<file path="src/rtl/pa_fpu_wb_retire.sv">
// FPU writeback retire stage: pairs forward-bus results with their destination
// registers, writes the FP register file one cycle later, accumulates sticky
// exception flags and exports a per-register busy scoreboard to the IDU.
module pa_fpu_wb_retire #(
  parameter int EX_DEPTH = 2
) (
  input  logic        forever_cpuclk,
  input  logic        cpurst,
  input  logic        idu_fpu_issue_vld,
  input  logic        idu_fpu_issue_long,
  input  logic [4:0]  idu_fpu_issue_rd,
  output logic        fpu_idu_issue_short_rdy,
  output logic        fpu_idu_issue_long_rdy,
  input  logic        fpu_idu_fwd_vld,
  input  logic        fpu_idu_fwd_src_fdsu,
  input  logic [31:0] fpu_idu_fwd_data,
  input  logic [4:0]  fpu_idu_fwd_fflags,
  input  logic        idu_fpu_flush,
  input  logic        csr_fflags_wen,
  input  logic [4:0]  csr_fflags_wdata,
  output logic        fpr_wen,
  output logic [4:0]  fpr_waddr,
  output logic [31:0] fpr_wdata,
  output logic [4:0]  fcsr_fflags,
  output logic [31:0] fpr_busy,
  output logic        wb_proto_err
);

  localparam int PTR_W = $clog2(EX_DEPTH);
  localparam int CNT_W = $clog2(EX_DEPTH + 1);
  localparam logic [CNT_W-1:0] DEPTH_C = CNT_W'(EX_DEPTH);

  logic [4:0]       tagFifo_q [EX_DEPTH];
  logic [4:0]       tagFifo_d [EX_DEPTH];
  logic [PTR_W-1:0] rdPtr_q, rdPtr_d, wrPtr_q, wrPtr_d;
  logic [CNT_W-1:0] count_q, count_d;
  logic             slotVld_q, slotVld_d;
  logic [4:0]       slotRd_q, slotRd_d;
  logic [1:0]       pend_q [32];
  logic [1:0]       pend_d [32];
  logic             wen_q, wen_d;
  logic [4:0]       waddr_q, waddr_d;
  logic [31:0]      wdata_q, wdata_d;
  logic [4:0]       fflags_q, fflags_d;
  logic             protoErr_q, protoErr_d;

  logic shortIss, longIss, popReq, fdsuReq;
  logic popOk, fdsuOk, pushOk, longOk, capture, issueHit, errNow, fifoFull;
  logic [4:0] capTag;

  // Classify this cycle's issue/result traffic and decide what is accepted.
  always_comb begin
    shortIss = idu_fpu_issue_vld & ~idu_fpu_issue_long;
    longIss  = idu_fpu_issue_vld & idu_fpu_issue_long;
    popReq   = fpu_idu_fwd_vld & ~fpu_idu_fwd_src_fdsu;
    fdsuReq  = fpu_idu_fwd_vld & fpu_idu_fwd_src_fdsu;
    fifoFull = (count_q == DEPTH_C);
    popOk    = popReq & (count_q != '0);
    fdsuOk   = fdsuReq & slotVld_q;
    // A full FIFO still takes a push when the head leaves in the same cycle.
    pushOk   = shortIss & (~fifoFull | popOk);
    longOk   = longIss & ~slotVld_q;
    issueHit = ~idu_fpu_flush & (pushOk | longOk);
    capture  = ~idu_fpu_flush & (popOk | fdsuOk);
    capTag   = fpu_idu_fwd_src_fdsu ? slotRd_q : tagFifo_q[rdPtr_q];
    errNow   = ~idu_fpu_flush & ((shortIss & ~pushOk) | (longIss & ~longOk) |
                                 (popReq & ~popOk) | (fdsuReq & ~fdsuOk));
  end

  // Next-state for tag tracking, scoreboard, writeback and flags.
  always_comb begin
    tagFifo_d  = tagFifo_q;
    rdPtr_d    = rdPtr_q;
    wrPtr_d    = wrPtr_q;
    count_d    = count_q;
    slotVld_d  = slotVld_q;
    slotRd_d   = slotRd_q;
    pend_d     = pend_q;
    wen_d      = 1'b0;
    waddr_d    = waddr_q;
    wdata_d    = wdata_q;
    fflags_d   = fflags_q;
    protoErr_d = protoErr_q | errNow;
    if (idu_fpu_flush) begin
      rdPtr_d   = '0;
      wrPtr_d   = '0;
      count_d   = '0;
      slotVld_d = 1'b0;
      for (int i = 0; i < 32; i++) pend_d[i] = 2'd0;
    end else begin
      if (pushOk) begin
        tagFifo_d[wrPtr_q] = idu_fpu_issue_rd;
        wrPtr_d = wrPtr_q + PTR_W'(1);
      end
      if (popOk) rdPtr_d = rdPtr_q + PTR_W'(1);
      count_d = count_q + {{(CNT_W-1){1'b0}}, pushOk} - {{(CNT_W-1){1'b0}}, popOk};
      if (fdsuOk) slotVld_d = 1'b0;
      if (longOk) begin
        slotVld_d = 1'b1;
        slotRd_d  = idu_fpu_issue_rd;
      end
      if (capture) begin
        wen_d   = 1'b1;
        waddr_d = capTag;
        wdata_d = fpu_idu_fwd_data;
      end
      for (int i = 0; i < 32; i++) begin
        pend_d[i] = pend_q[i]
                  + {1'b0, issueHit && (idu_fpu_issue_rd == 5'(i))}
                  - {1'b0, capture && (capTag == 5'(i))};
      end
    end
    if (capture && csr_fflags_wen)  fflags_d = csr_fflags_wdata | fpu_idu_fwd_fflags;
    else if (capture)               fflags_d = fflags_q | fpu_idu_fwd_fflags;
    else if (csr_fflags_wen)        fflags_d = csr_fflags_wdata;
  end

  // Tag FIFO storage; contents are only meaningful below the count.
  always_ff @(posedge forever_cpuclk) begin
    tagFifo_q <= tagFifo_d;
  end

  // Control and output registers with synchronous reset.
  always_ff @(posedge forever_cpuclk) begin
    if (cpurst) begin
      rdPtr_q    <= '0;
      wrPtr_q    <= '0;
      count_q    <= '0;
      slotVld_q  <= 1'b0;
      slotRd_q   <= '0;
      for (int i = 0; i < 32; i++) pend_q[i] <= 2'd0;
      wen_q      <= 1'b0;
      waddr_q    <= '0;
      wdata_q    <= '0;
      fflags_q   <= '0;
      protoErr_q <= 1'b0;
    end else begin
      rdPtr_q    <= rdPtr_d;
      wrPtr_q    <= wrPtr_d;
      count_q    <= count_d;
      slotVld_q  <= slotVld_d;
      slotRd_q   <= slotRd_d;
      pend_q     <= pend_d;
      wen_q      <= wen_d;
      waddr_q    <= waddr_d;
      wdata_q    <= wdata_d;
      fflags_q   <= fflags_d;
      protoErr_q <= protoErr_d;
    end
  end

  // Export registered state; busy means at least one pending write to that rd.
  always_comb begin
    fpu_idu_issue_short_rdy = (count_q < DEPTH_C);
    fpu_idu_issue_long_rdy  = ~slotVld_q;
    fpr_wen      = wen_q;
    fpr_waddr    = waddr_q;
    fpr_wdata    = wdata_q;
    fcsr_fflags  = fflags_q;
    wb_proto_err = protoErr_q;
    for (int i = 0; i < 32; i++) fpr_busy[i] = (pend_q[i] != 2'd0);
  end

endmodule

</file>
<file path="config.mk">
export PLATFORM = sky130hd
export DESIGN_NAME = pa_fpu_wb_retire
export DESIGN_NICKNAME = d
export VERILOG_FILES = /design/src/rtl/pa_fpu_wb_retire.sv
export SDC_FILE = /design/constraint.sdc
export NUM_CORES = 1
export LEC_CHECK = 0
export ABC_AREA = 1
export CAP_MARGIN = 10
export CORE_ASPECT_RATIO = 0.9
export CORE_UTILIZATION = 40
export DETAILED_ROUTE_END_ITERATION = 6
export GPL_TIMING_DRIVEN = 1
export HOLD_SLACK_MARGIN = 0.02
export PLACE_DENSITY = 0.61
export SKIP_LAST_GASP = 1
export SLEW_MARGIN = 20
export SYNTH_ARGS = -nofsm -noshare
export SYNTH_HDL_FRONTEND = slang
export SYNTH_SLANG_ARGS = --single-unit
</file>
<file path="constraint.sdc">
create_clock -name forever_cpuclk -period 5.55 [get_ports forever_cpuclk]
set_clock_uncertainty 0.1 [all_clocks]
set_input_delay 1.11 -clock forever_cpuclk [delete_from_list [all_inputs] [get_ports forever_cpuclk]]
set_output_delay 1.11 -clock forever_cpuclk [all_outputs]
set_load 0.05 [all_outputs]
</file>
==> insert_results.sql <==
INSERT INTO impl_metrics (metric_group, metric, value, unit) VALUES
('die', 'std_cell_rows', '44', ''),
('critical_path', 'critical_path.max_stage_delay', '0.79', 'ns'),
('final_layout', 'n_fill_cell', '1583', ''),
('placed_design', 'hpwl', '12.1', 'mm'),
('power', 'static_leakage', '3.88', 'nW'),
('status', 'violations_in_the_final_reports', 'design-rule violations', ''),
('route', 'met2RoutedLength', '7.02', 'mm'),
('route', 'routed_length_on_met3', '927', 'µm'),
('placed_design', 'placement.io_buffers', '132', ''),
('run', 'drv.max_cap_violation_count', '0', ''),
('global_routing', 'grt_antenna_before_repair', '0', ''),
('final_layout', 'layout.cells.most_common', 'sky130_fd_sc_hd__nor2_1', ''),
('final_layout', 'antenna-diode-count', '0', ''),
('synth', 'yosysWarnings', '0', ''),
('critical_path', 'cpLargestDelayFamily', 'simple AND/OR/NAND/NOR gates', ''),
('power', 'p_seq_share', '40.7', '%'),
('clock_tree', 'htree_levels', '4', ''),
('clock_tree', 'tritoncts.num_buffers', '17', ''),
('clock_tree', 'tritoncts_clock_tree', 'done', ''),
('timing', 'final-max-slew-violation-count', '0', ''),
('power', 'net-switching-power', '0.550', 'mW'),
('final_layout', 'combined_area_of_the_multi_input_logic_cells', '3410', 'µm²'),
('die', 'die_outline_area', '17400', 'µm²'),
('route', 'dr_top_layer', 'met4', ''),
('final_layout', 'fraction_of_final_layout_cells_with_drive_strength_greater_than_1', '8.11', '%'),
('critical_path', 'arrival', '4.40', 'ns'),
('global_routing', 'global_route.overflow_total', '0', ''),
('clock_tree', 'clock_network_latency_to_the_later_pin_of_the_worst_skew_pair', '0.42', 'ns'),
('timing', 'final.setup.worst_slack', '1.40', 'ns'),
('synth', 'synth.distinct_cells', '29', ''),
('final_layout', 'syn_to_final_growth', '30.5', '%'),
('timing', 'setup_violations_final', '0', ''),
('timing', 'report.final.hold_viol_count', '0', ''),
('timing', 'fin_setup_tns', '0', 'ns'),
('critical_path', 'cp.buffers_inverters', '3', ''),
('critical_path', 'worstSetupStartpointType', 'input pin', ''),
('synth', 'synth.ff_latch_count', '128', ''),
('placed_design', 'gp_congestion', '0.876', ''),
('clock_tree', 'cts-hold-fix-buffers', '0', ''),
('critical_path', 'worstPathCellList', 'clkdlybuf4s50_1, inv_2, nand2_1, nand3_1, nand3_1, nand2_1, nand3_1, ha_1, inv_1, ha_1, xnor2_1, o21ai_0, a21oi_1', ''),
('clock_tree', 'clock_tree.buffer_depth', '2', ''),
('power', 'power_density', '266', 'nW/µm²'),
('global_routing', 'grt_pass1_wl', '27.3', 'mm'),
('route', 'wirelength_met1', '8.49', 'mm'),
('synth', 'top_post_synthesis_cells_by_area', 'sky130_fd_sc_hd__dfxtp_1 35%, sky130_fd_sc_hd__ha_1 12%, sky130_fd_sc_hd__nor2_1 9.1%, sky130_fd_sc_hd__nand2_1 7.0%, sky130_fd_sc_hd__inv_1 6.8%', ''),
('clock_tree', 'cts.repair_timing.setup_buffer_count', '0', ''),
('synth', 'synth.avg_cell_area', '7.59', 'µm²'),
('global_routing', 'global_route.usage.total', '19.9', '%'),
('timing', 'rsz_0062_raised_after_global_routing', 'no', ''),
('synth', 'synth-seq-area-share', '39.5', '%'),
('synth', 'post_synthesis_instance_total', '888', ''),
('timing', 'finalWorstPathRequiredPeriod', '4.15', 'ns'),
('die', 'pin_count', '133', ''),
('synth', 'synthesis.area', '6740', 'µm²'),
('power', 'ir_drop', '0.204', 'mV'),
('critical_path', 'worstSetupPathType', 'input pin to flop', ''),
('die', 'dieHeight', '125', 'µm'),
('power', 'p_sw_share', '23.5', '%'),
('synth', 'synthDominantAreaCellType', 'sky130_fd_sc_hd__dfxtp_1', ''),
('route', 'vias', '5766', ''),
('timing', 'post-route-period-util', '74.8', '%'),
('synth', 'postSynthNetCount', '1009', ''),
('final_layout', 'layout_common_cells', '164 x sky130_fd_sc_hd__nor2_1, 132 x sky130_fd_sc_hd__clkdlybuf4s50_1, 126 x sky130_fd_sc_hd__nand2_1', ''),
('placed_design', 'post_dp_cell_area', '8170', 'µm²'),
('route', 'detail_route.iter0.violations', '425', ''),
('clock_tree', 'clock_tree.root_cell', 'sky130_fd_sc_hd__clkbuf_16', ''),
('timing', 'worstMarginPinSlew', '1.03', 'ns'),
('route', 'remaining_drc_errors', '16', ''),
('status', 'status', 'finished, violations left', ''),
('critical_path', 'critical_path.max_fanout', '32', ''),
('route', 'routed_wl', '16.7', 'mm');
[kinds of logic (layout without fill, tap and decap cells)]
family,after synthesis,in the layout,share of synthesized area [%]
buffers and inverters,163,298,9.98
AO/OA/AOI/OAI,87,87,6.61
adder cells (fa/ha/maj),66,66,12.2
flip-flops,128,128,39.5
XOR/XNOR,33,33,4.29
AND/OR/NAND/NOR,411,411,27.4
[stage by stage]
stage                     total power [mW]  instances  hold WS, ns
final                                 2.34       1230        0.359
after global routing                  2.42       1230        0.379
after detailed placement              1.19       1198        0.351
after CTS                             2.36       1230        0.360
after global placement                1.19       1198        0.347
after floorplan                       1.10        888        0.334
[metal layers]
layer / track usage [%] / vias to the layer above
li1: - / 3027
met1: 27.0 / 2548
met2: 30.9 / 170
met3: 4.90 / 21
met4: 6.99 / 0
met5: 0 / -
[final timing paths]
| kind | startpoint | to | slack, ns | cells past startpoint |
|---|---|---|---|---|
| min | pend_q[61]$_SDFF_PP0_ | pend_q[61]$_SDFF_PP0_ | 0.36 | 2 |
| max | fpu_idu_fwd_src_fdsu | pend_q[59]$_SDFF_PP0_ | 1.40 | 13 |
| max reg2reg | count_q[1]$_SDFF_PP0_ | pend_q[55]$_SDFF_PP0_ | 2.47 | 14 |
| min reg2reg | pend_q[61]$_SDFF_PP0_ | pend_q[61]$_SDFF_PP0_ | 0.36 | 2 |
[sequential cells by signal, summed over array words and instances (netlist names)]
name / flops
fpr_wen: 1
tagFifo_q: 10
count_q: 2
wb_proto_err: 1
wrPtr_q: 1
fcsr_fflags: 5
slotVld_q: 1
fpr_wdata: 32
slotRd_q: 5
fpr_waddr: 5
pend_q: 64
rdPtr_q: 1
[area by class of cell]
| cell class | instances | share of cell area (%) |
|---|---|---|
| Tap cell | 207 | 2.94 |
| Multi-Input combinational cell | 597 | 38.7 |
| Clock buffer | 22 | 5.62 |
| Timing Repair Buffer | 136 | 15.4 |
| Sequential cell | 128 | 30.3 |
| Clock inverter | 10 | 1.49 |
| Inverter | 130 | 5.58 |
[cell usage after synthesis, drive strengths merged]
cell type and instances:
a21oi 42, buf 16, clkbuf 17, clkinv 3, dfxtp 118, edfxtp 10
ha 66, inv 127, nand2 131, nand3 43, nand3b 32, nand4 1
nor2 167, nor3 1, o211ai 4, o21ai 41, or2 36, xnor2 33
[worst reg2reg max path, delay by kind of cell, from the launching register on]
| family | cells | cell delay, ns |
|---|---|---|
| compound gates | 2 | 0.24 |
| simple gates | 6 | 1.27 |
| buf+inv | 3 | 0.49 |
| fa+ha+maj | 2 | 0.41 |
| xor+xnor | 1 | 0.13 |
| flops | 1 | 0.35 |
[power groups by stage]
stage               Clock [mW]  Sequential, mW  Combinational (mW)
floorplan                    0            1.00              0.0997
global placement             0           0.972               0.218
detailed placement           0           0.973               0.216
CTS                       1.19           0.953               0.218
global route              1.23           0.954               0.237
finish                    1.17           0.953               0.218
Note: power is estimated with default switching activity, not from simulation.
